==> src/rtl/cnn_param_stream_loader.sv <==
// Streams DATA_W-bit CNN parameter words into a byte-wide parameter RAM,
// one byte per cycle, with byte order select, checksum and overflow abort.
module cnn_param_stream_loader #(
    parameter int DATA_W = 16,
    parameter int ADDR_W = 16,
    parameter int CNT_W  = 16
) (
    input  logic              clk,
    input  logic              RST,
    input  logic              start,
    input  logic [ADDR_W-1:0] base_addr,
    input  logic [CNT_W-1:0]  num_words,
    input  logic              little_endian,
    input  logic              in_valid,
    input  logic [DATA_W-1:0] in_data,
    output logic              in_ready,
    output logic [ADDR_W-1:0] ram_address,
    output logic [7:0]        ram_data,
    output logic              ram_write,
    output logic              busy,
    output logic              done,
    output logic              overflow,
    output logic [7:0]        checksum
);

    localparam int BPW   = DATA_W / 8;
    localparam int IDX_W = (BPW > 1) ? $clog2(BPW) : 1;

    localparam logic [1:0] IDLE   = 2'd0;
    localparam logic [1:0] ACCEPT = 2'd1;
    localparam logic [1:0] EMIT   = 2'd2;
    localparam logic [1:0] FINISH = 2'd3;

    logic [1:0]        state;
    logic [DATA_W-1:0] wordReg;
    logic [IDX_W-1:0]  byteIdx;
    logic [CNT_W-1:0]  wordCnt;
    logic [CNT_W-1:0]  numWordsReg;
    logic [ADDR_W-1:0] nextAddr;
    logic [ADDR_W-1:0] ramAddrReg;
    logic [7:0]        ramDataReg;
    logic [7:0]        sumReg;
    logic              leReg;
    logic              ovfReg;
    logic              lastByte;
    logic              lastWord;
    logic              addrTop;

    // Byte idx of a word in transfer order (idx 0 goes out first).
    function automatic logic [7:0] pickByte(
        input logic [DATA_W-1:0] w,
        input int                idx,
        input logic              le
    );
        int sh;
        sh = le ? 8 * idx : 8 * (BPW - 1 - idx);
        return 8'(w >> sh);
    endfunction

    // End-of-word, end-of-load and top-of-RAM conditions for the byte being written.
    always_comb begin
        lastByte = (byteIdx == IDX_W'(BPW - 1));
        lastWord = ((wordCnt + CNT_W'(1)) == numWordsReg);
        addrTop  = &ramAddrReg;
    end

    // Load sequencer: latch parameters, take words, emit bytes, finish.
    always_ff @(posedge clk) begin
        if (RST) begin
            state       <= IDLE;
            wordReg     <= '0;
            byteIdx     <= '0;
            wordCnt     <= '0;
            numWordsReg <= '0;
            nextAddr    <= '0;
            ramAddrReg  <= '0;
            ramDataReg  <= '0;
            sumReg      <= '0;
            leReg       <= 1'b0;
            ovfReg      <= 1'b0;
        end else begin
            unique case (state)
                IDLE: begin
                    if (start) begin
                        numWordsReg <= num_words;
                        leReg       <= little_endian;
                        nextAddr    <= base_addr;
                        wordCnt     <= '0;
                        sumReg      <= '0;
                        ovfReg      <= 1'b0;
                        state       <= (num_words == '0) ? FINISH : ACCEPT;
                    end
                end
                ACCEPT: begin
                    if (in_valid) begin
                        wordReg    <= in_data;
                        byteIdx    <= '0;
                        ramDataReg <= pickByte(in_data, 0, leReg);
                        ramAddrReg <= nextAddr;
                        state      <= EMIT;
                    end
                end
                EMIT: begin
                    sumReg <= sumReg + ramDataReg;
                    if (addrTop && !(lastByte && lastWord)) begin
                        // Refuse to wrap to address 0; abort the load.
                        ovfReg <= 1'b1;
                        state  <= FINISH;
                    end else if (lastByte) begin
                        wordCnt  <= wordCnt + CNT_W'(1);
                        nextAddr <= ramAddrReg + ADDR_W'(1);
                        state    <= lastWord ? FINISH : ACCEPT;
                    end else begin
                        byteIdx    <= byteIdx + IDX_W'(1);
                        ramAddrReg <= ramAddrReg + ADDR_W'(1);
                        ramDataReg <= pickByte(wordReg, int'(byteIdx) + 1, leReg);
                    end
                end
                FINISH: begin
                    state <= IDLE;
                end
                default: begin
                    state <= IDLE;
                end
            endcase
        end
    end

    // Status strobes decode directly from the state register.
    always_comb begin
        in_ready    = (state == ACCEPT);
        ram_write   = (state == EMIT);
        busy        = (state != IDLE);
        done        = (state == FINISH);
        ram_address = ramAddrReg;
        ram_data    = ramDataReg;
        overflow    = ovfReg;
        checksum    = sumReg;
    end

endmodule

==> config.mk <==
export PLATFORM = sky130hd
export DESIGN_NAME = cnn_param_stream_loader
export DESIGN_NICKNAME = d
export VERILOG_FILES = /design/src/rtl/cnn_param_stream_loader.sv
export SDC_FILE = /design/constraint.sdc
export NUM_CORES = 1
export LEC_CHECK = 0
export ABC_CLOCK_PERIOD_IN_PS = 8000
export BUFFER_PORTS_ARGS = -buffer_cell sky130_fd_sc_hd__buf_2
export CORE_MARGIN = 1.5
export CORE_UTILIZATION = 61
export CTS_CLUSTER_DIAMETER = 80
export DETAILED_ROUTE_END_ITERATION = 7
export PLACE_DENSITY = 0.84
export SKIP_LAST_GASP = 1
export SLEW_MARGIN = 10
export SYNTH_ARGS = -nofsm -noshare
export SYNTH_HDL_FRONTEND = slang
export SYNTH_SLANG_ARGS = --single-unit
==> constraint.sdc <==
create_clock -name clk -period 8 [get_ports clk]
set_input_delay 0.8 -clock clk [delete_from_list [all_inputs] [get_ports clk]]
set_output_delay 0.8 -clock clk [all_outputs]
set_load 0.03 [all_outputs]
# ---- Word level (Yosys, flattened, before mapping)
# Index checks and enable logic that the tools add are counted.
dict set report totals {
  regBits 101
  latch_bits 0
  ram_bits 0
  mem_bits_ro 0
  input_bits 53
  word_cells 81
  memories 0
}
dict set report op_classes {
  addsub 6
  n_mul 0
  div_mod_pow 0
  order_cmp 0
  n_eq_ne 11
  n_shift 2
  n_mux 34
  bitwise 0
  n_reduce_logical 17
}
# op count
set op_table {}
lappend op_table {{16-bit two-way mux} 9}
lappend op_table {{16-bit one-hot mux with 2 select lines} 3}
lappend op_table {{16-bit by 1-bit adder with 16-bit output, second input constant} 2}
lappend op_table {{32-bit two-way mux} 1}
lappend op_table {{8-bit two-way mux} 4}
lappend op_table {{8-bit one-hot mux with 2 select lines} 2}
lappend op_table {{16-bit by 32-bit right shift with 8-bit output} 1}
lappend op_table {{16-bit == test} 1}
lappend op_table {{16-bit zero test} 1}
lappend op_table {{16-bit AND reduction} 1}
lappend op_table {{16-bit by 4-bit right shift with 8-bit output} 1}
lappend op_table {{2-bit two-way mux} 6}
lappend op_table {{3-bit AND reduction} 3}
lappend op_table {{8-bit adder} 1}
lappend op_table {{2-bit != test, second input constant} 4}
lappend op_table {{2-bit one-hot mux with 4 select lines} 1}
lappend op_table {{4-bit AND reduction} 2}
lappend op_table {{2-bit AND reduction} 3}
lappend op_table {{2-bit nonzero test} 3}
lappend op_table {{1-bit two-way mux} 5}
lappend op_table {{2-bit == test, second input constant} 2}
lappend op_table {{4-bit two-way mux} 1}
lappend op_table {{2-bit by 1-bit != test with 1-bit output, second input constant} 2}
lappend op_table {{1-bit one-hot mux with 2 select lines} 2}
lappend op_table {{other kinds (8)} 9}

# ---- Logic depth before layout (Yosys ltp)
dict set report depth {
  word_depth 7
  depth_mapped 12
  depth_no_buf 9
}

# ---- Worst setup path after synthesis
# No wires, ideal clock.
dict set report synth_timing {
  path_kind {reg-to-reg}
  start {register wordCnt[0]}
  end {register wordCnt[11]}
  setup_time_ns 0.095
  arrival_time_ns 2.445
  required_ns 7.905
  path_slack_ns 5.459
  stages_incl_launch_ff 12
  path_buffers 2
  synth_period_minus_slack_ns 2.541
  cell_sequence {dfxtp_1 -> ha_1 -> nand3_2 -> nor3_1 -> xnor2_1 -> nand4_1 -> or4_4 -> a21oi_4 -> buf_6 -> buf_8 -> nand3_2 -> o311ai_1}
}
dict set report synth_between {
  elab_chain_len 7
}
# element line_no
set synth_lines {}
lappend synth_lines {{start: declaration} 37} ;# logic [CNT_W-1:0] wordCnt;
lappend synth_lines {{start signal: assignment} 110} ;# wordCnt <= wordCnt + CNT_W'(1);
lappend synth_lines {{16-bit by 1-bit adder with 16-bit output *} {63, 110}}
lappend synth_lines {{16-bit == test} 63} ;# lastWord = ((wordCnt + CNT_W'(1)) == numWordsReg);
lappend synth_lines {{1-bit logical AND} 105} ;# if (addrTop && !(lastByte && lastWord)) begin
lappend synth_lines {{1-bit zero test} 105}
lappend synth_lines {{1-bit logical AND} 105}
lappend synth_lines {{2-bit != test (no source line)} -}
lappend synth_lines {{4-bit AND reduction (no source line)} -}
# Every way passes the cells marked *; elsewhere a longest branch is shown, timed or not. The select of a mux whose other input is x is not followed.
# A chain may end at the register's enable or synchronous reset.

# ---- Final worst setup path
dict set report layout_timing {
  start {register state[1]}
  end {register wordCnt[15]}
}
dict set report layout_between {
  elab_chain_len 3
}
# element line_no
set layout_lines {}
lappend layout_lines {{start: declaration} 34} ;# logic [1:0] state;
lappend layout_lines {{start signal: assignment} 91} ;# state <= (num_words == '0) ? FINISH : ACCEPT;
lappend layout_lines {{start signal: assignment} 112} ;# state <= lastWord ? FINISH : ACCEPT;
lappend layout_lines {{2-bit == test or 2-bit zero test (tied branches)} 82} ;# unique case (state)
lappend layout_lines {{2-bit by 1-bit != test with 1-bit output (no source line), or another cell as far along} -}
lappend layout_lines {{4-bit AND reduction (no source line)} -}
# Parallel ways exist; a longest one is shown, timed or not.

==> Flow_metrics.wiki <==
{| class="wikitable"
! Metric !! Value
|-
| Switch Pwr || 349 µW
|-
| Clk buf depth || 2
|-
| Power density over the cells || 184 mW/mm²
|-
| Chip height || 97.4 µm
|-
| Post-synthesis instance area || 0.00544 mm²
|-
| Cts-stage hold buffer count || 0
|-
| Level count of the clock H-tree || 3
|-
| Number of resized instances in the post-cts repair step || 0
|-
| Final period util || 0.488
|-
| Final hold violation count || 0
|-
| Top cells by count, synth || 116 x nand2_1, 101 x dfxtp_1, 65 x a21oi_1, 62 x nor2_1, 30 x mux2i_1
|-
| Clock-pin slew of the registers on the worst-case setup and hold paths || 110 ps
|-
| Die outline area || 0.00949 mm²
|-
| Initial drt markers || 296
|-
| Cell types occupying the most area after synthesis || dfxtp_1 37%, nand2_1 8.0%, a21oi_1 6.0%, mux2i_1 5.5%, xor2_1 4.3%
|-
| Relative max-transition margin || 0.267
|-
| Crit path capture || wordCnt[15]$_SDFFE_PP0P_
|-
| Leakage Power || 0.00251 µW
|-
| Classification of the worst-slack hold path || flip-flop to flip-flop
|-
| Final #Nets || 793
|-
| Netlist cell types || 60
|-
| Status || completed
|-
| Row count || 34
|-
| Final cell count without fillers || 842
|-
| Routed wire length per instance || 16.1 µm
|-
| Max-cap violations || 0
|-
| Switching share of power || 0.316
|-
| Overall routed net length || 13,600 µm
|-
| Int Power || 755 µW
|-
| Top cell type by total area after synthesis || dfxtp_1
|-
| Top cell type's share of synthesized area || 0.372
|-
| Part of the total power dissipated in the clock network || 0.309
|-
| Required arrival time at the worst endpoint || 8260 ps
|-
| Pins Over Slew Limit || 0
|-
| Tot GR Track Use || 0.288
|-
| Startpoint of the most critical register-to-register path || state[1]$_SDFFE_PP0P_
|-
| Sum Neg Setup Slack || 0 ps
|-
| Critical Path Fanout Max || 32
|-
| Count of inserted antenna diode cells || 0
|-
| Number of port buffers || 89
|-
| Largest net degree at the start of global routing || 90
|-
| DRT antenna net count || 0
|-
| Async set-or-reset flop fraction in the synthesized netlist || 0
|-
| Top-count cell post-synth || nand2_1
|-
| Number of global-route vias before repair || 4,807
|-
| Final Setup Violations || 0
|-
| Starting utilization of the core area || 0.627
|-
| Post-synthesis to final-layout area growth || 10.5%
|-
| Achievable Freq || 0.256 GHz
|-
| Proportion of power drawn by flip-flops and latches || 0.508
|-
| Category of the worst setup path launch point || flip-flop
|-
| Reg-to-reg setup timing slack || 4090 ps
|-
| Setup Fix Bufs, Post-CTS || 0
|-
| Later-pin clock latency in the skew report || 370 ps
|-
| Total congestion overflow || 0
|-
| Placed insts || 826
|-
| Setup Slack @ Placement || 3890 ps
|-
| Final hold slack || 460 ps
|-
| Post-layout min period || 3910 ps
|-
| Most common flop cell mapped by yosys || dfxtp_1
|-
| Post-synth net total || 737
|-
| Worst Setup End Kind || flip-flop
|-
| Worst-case clock skew || 13.4 ps
|-
| Cells after Synth || 673
|-
| Average instance area after synthesis || 8.08 µm²
|-
| Detailed-routing iteration count for the pre-antenna-repair pass || 7
|-
| RSZ-0062 raised after global routing || no
|-
| Count of flip-flops with a built-in enable after synthesis || 0
|-
| Combinational cell fraction of total power || 0.184
|-
| Critical Setup Path Class || flip-flop to flip-flop
|-
| Die width || 97.4 µm
|-
| Slew at the pin with the worst max-slew slack || 1100 ps
|-
| Hold path startpoint || wordReg[11]$_SDFFE_PP0P_
|-
| Source of the critical timing path || state[1]$_SDFFE_PP0P_
|-
| CTS tree || done
|-
| DR DRC count || 0
|-
| Capturing point of the worst reg2reg path || wordCnt[15]$_SDFFE_PP0P_
|-
| Count of synthesis-stage warnings from yosys || 0
|-
| Final Wtd Congestion || 0.846
|-
| Share of cells above drive strength 1 || 0.170
|-
| Worst VDD drop || 0.138 mV
|-
| Root buffer cell || clkbuf_8
|-
| Sequential fraction of the synthesis area || 0.372
|-
| Min-Delay Path Depth || 2
|-
| Number of antenna violations at the first check in global routing || 0
|-
| Flip-flop and latch count after synthesis || 101
|-
| Top-Level Pins || 90
|-
| CP arrival || 4160 ps
|-
| Estimated wirelength of the detail-placed design || 9640 µm
|-
| Total via count after detailed routing || 5,033
|-
| Logic depth of the worst register-to-register path || 9
|-
| Clk sinks || 101
|-
| Setup ws final || 4090 ps
|-
| TritonCTS Buffers || 9
|-
| Placeable Area || 0.00868 mm²
|-
| Via density per instance || 5.98
|-
| Global-route wire length before repair || 22,600 µm
|}
cell usage in the layout (no fill, tap or decap), drive strengths merged, types with 9 or more instances in the layout:
cell    synthesis  routed
and3            9       9
clkbuf         29       9
nand2         116     116
nand4          11      11
ha             10      10
mux2i          30      30
inv            11      13
a21oi          66      66
nor3           12      12
nor2           63      63
a22oi          10      10
buf            18      92
nand3          19      19
o21ai          25      25
xnor2          18      18
dfxtp         101     101
xor2           27      27
flip-flops by register name, summed over array words and instances (netlist names):
| register | cells |
|---|---|
| numWordsReg | 16 |
| state | 2 |
| ram_address | 16 |
| ram_data | 8 |
| byteIdx | 1 |
| wordReg | 16 |
| nextAddr | 16 |
| wordCnt | 16 |
| checksum | 8 |
| leReg | 1 |
| overflow | 1 |
kinds of logic after synthesis:
kind of cell | synth area share
AOI/OAI and AO/OA | 0.201
DFF | 0.372
xor gates and xnor gates | 0.0725
and+or+nand+nor | 0.218
buffers and inverters | 0.0534
muxes | 0.0573
adders and majority gates | 0.0267
layer usage:
metal	up-vias	wire length [µm]	track usage
li1	2477	-	-
met1	2348	5890	0.378
met2	186	6530	0.478
met3	22	838	0.0410
met4	0	333	0.116
met5	-	0	0
worst max-delay path: stages, from the launching register on:
cell and delay [ps]:
dfxtp_1 510, nand2_1 600, inv_1 860, buf_4 450, nand2_1 140, nand2_1 80
o31a_1 150, buf_4 330, nor2_2 220, a221o_1 420
cell type report:
type | count | area [µm²]
multi-input combinational | 514 | 3140
inverter | 11 | 41.3
timing repair buffer | 92 | 468
tap | 108 | 135
clock inverter | 7 | 82.6
clock buffer | 9 | 124
fill | 738 | 2670
sequential | 101 | 2020
power groups by stage:
stage               Combinational, µW  Sequential (µW)  Clock, µW
detailed placement                201              570          0
global placement                  193              569          0
CTS                               201              559        345
global route                      223              563        362
finish                            203              560        341
floorplan                         133              579          0
worst min path at each step:
| stage | end |
|---|---|
| 2_1_floorplan | wordReg[10]$_SDFFE_PP0P_ |
| 3_3_place_gp | wordReg[9]$_SDFFE_PP0P_ |
| 3_5_place_dp | wordReg[14]$_SDFFE_PP0P_ |
| 4_1_cts | wordReg[14]$_SDFFE_PP0P_ |
| 5_1_grt | wordReg[11]$_SDFFE_PP0P_ |
| 6_report | wordReg[11]$_SDFFE_PP0P_ |
per-stage QoR:
stage	area (µm²)	power [µW]	utilization
after global routing	6010	1150	0.692
after detailed placement	5800	771	0.668
after floorplan	5440	712	-
final	6010	1100	0.692
after global placement	5800	762	0.668
after CTS	6000	1110	0.692
(Power assumes the default switching activity.)
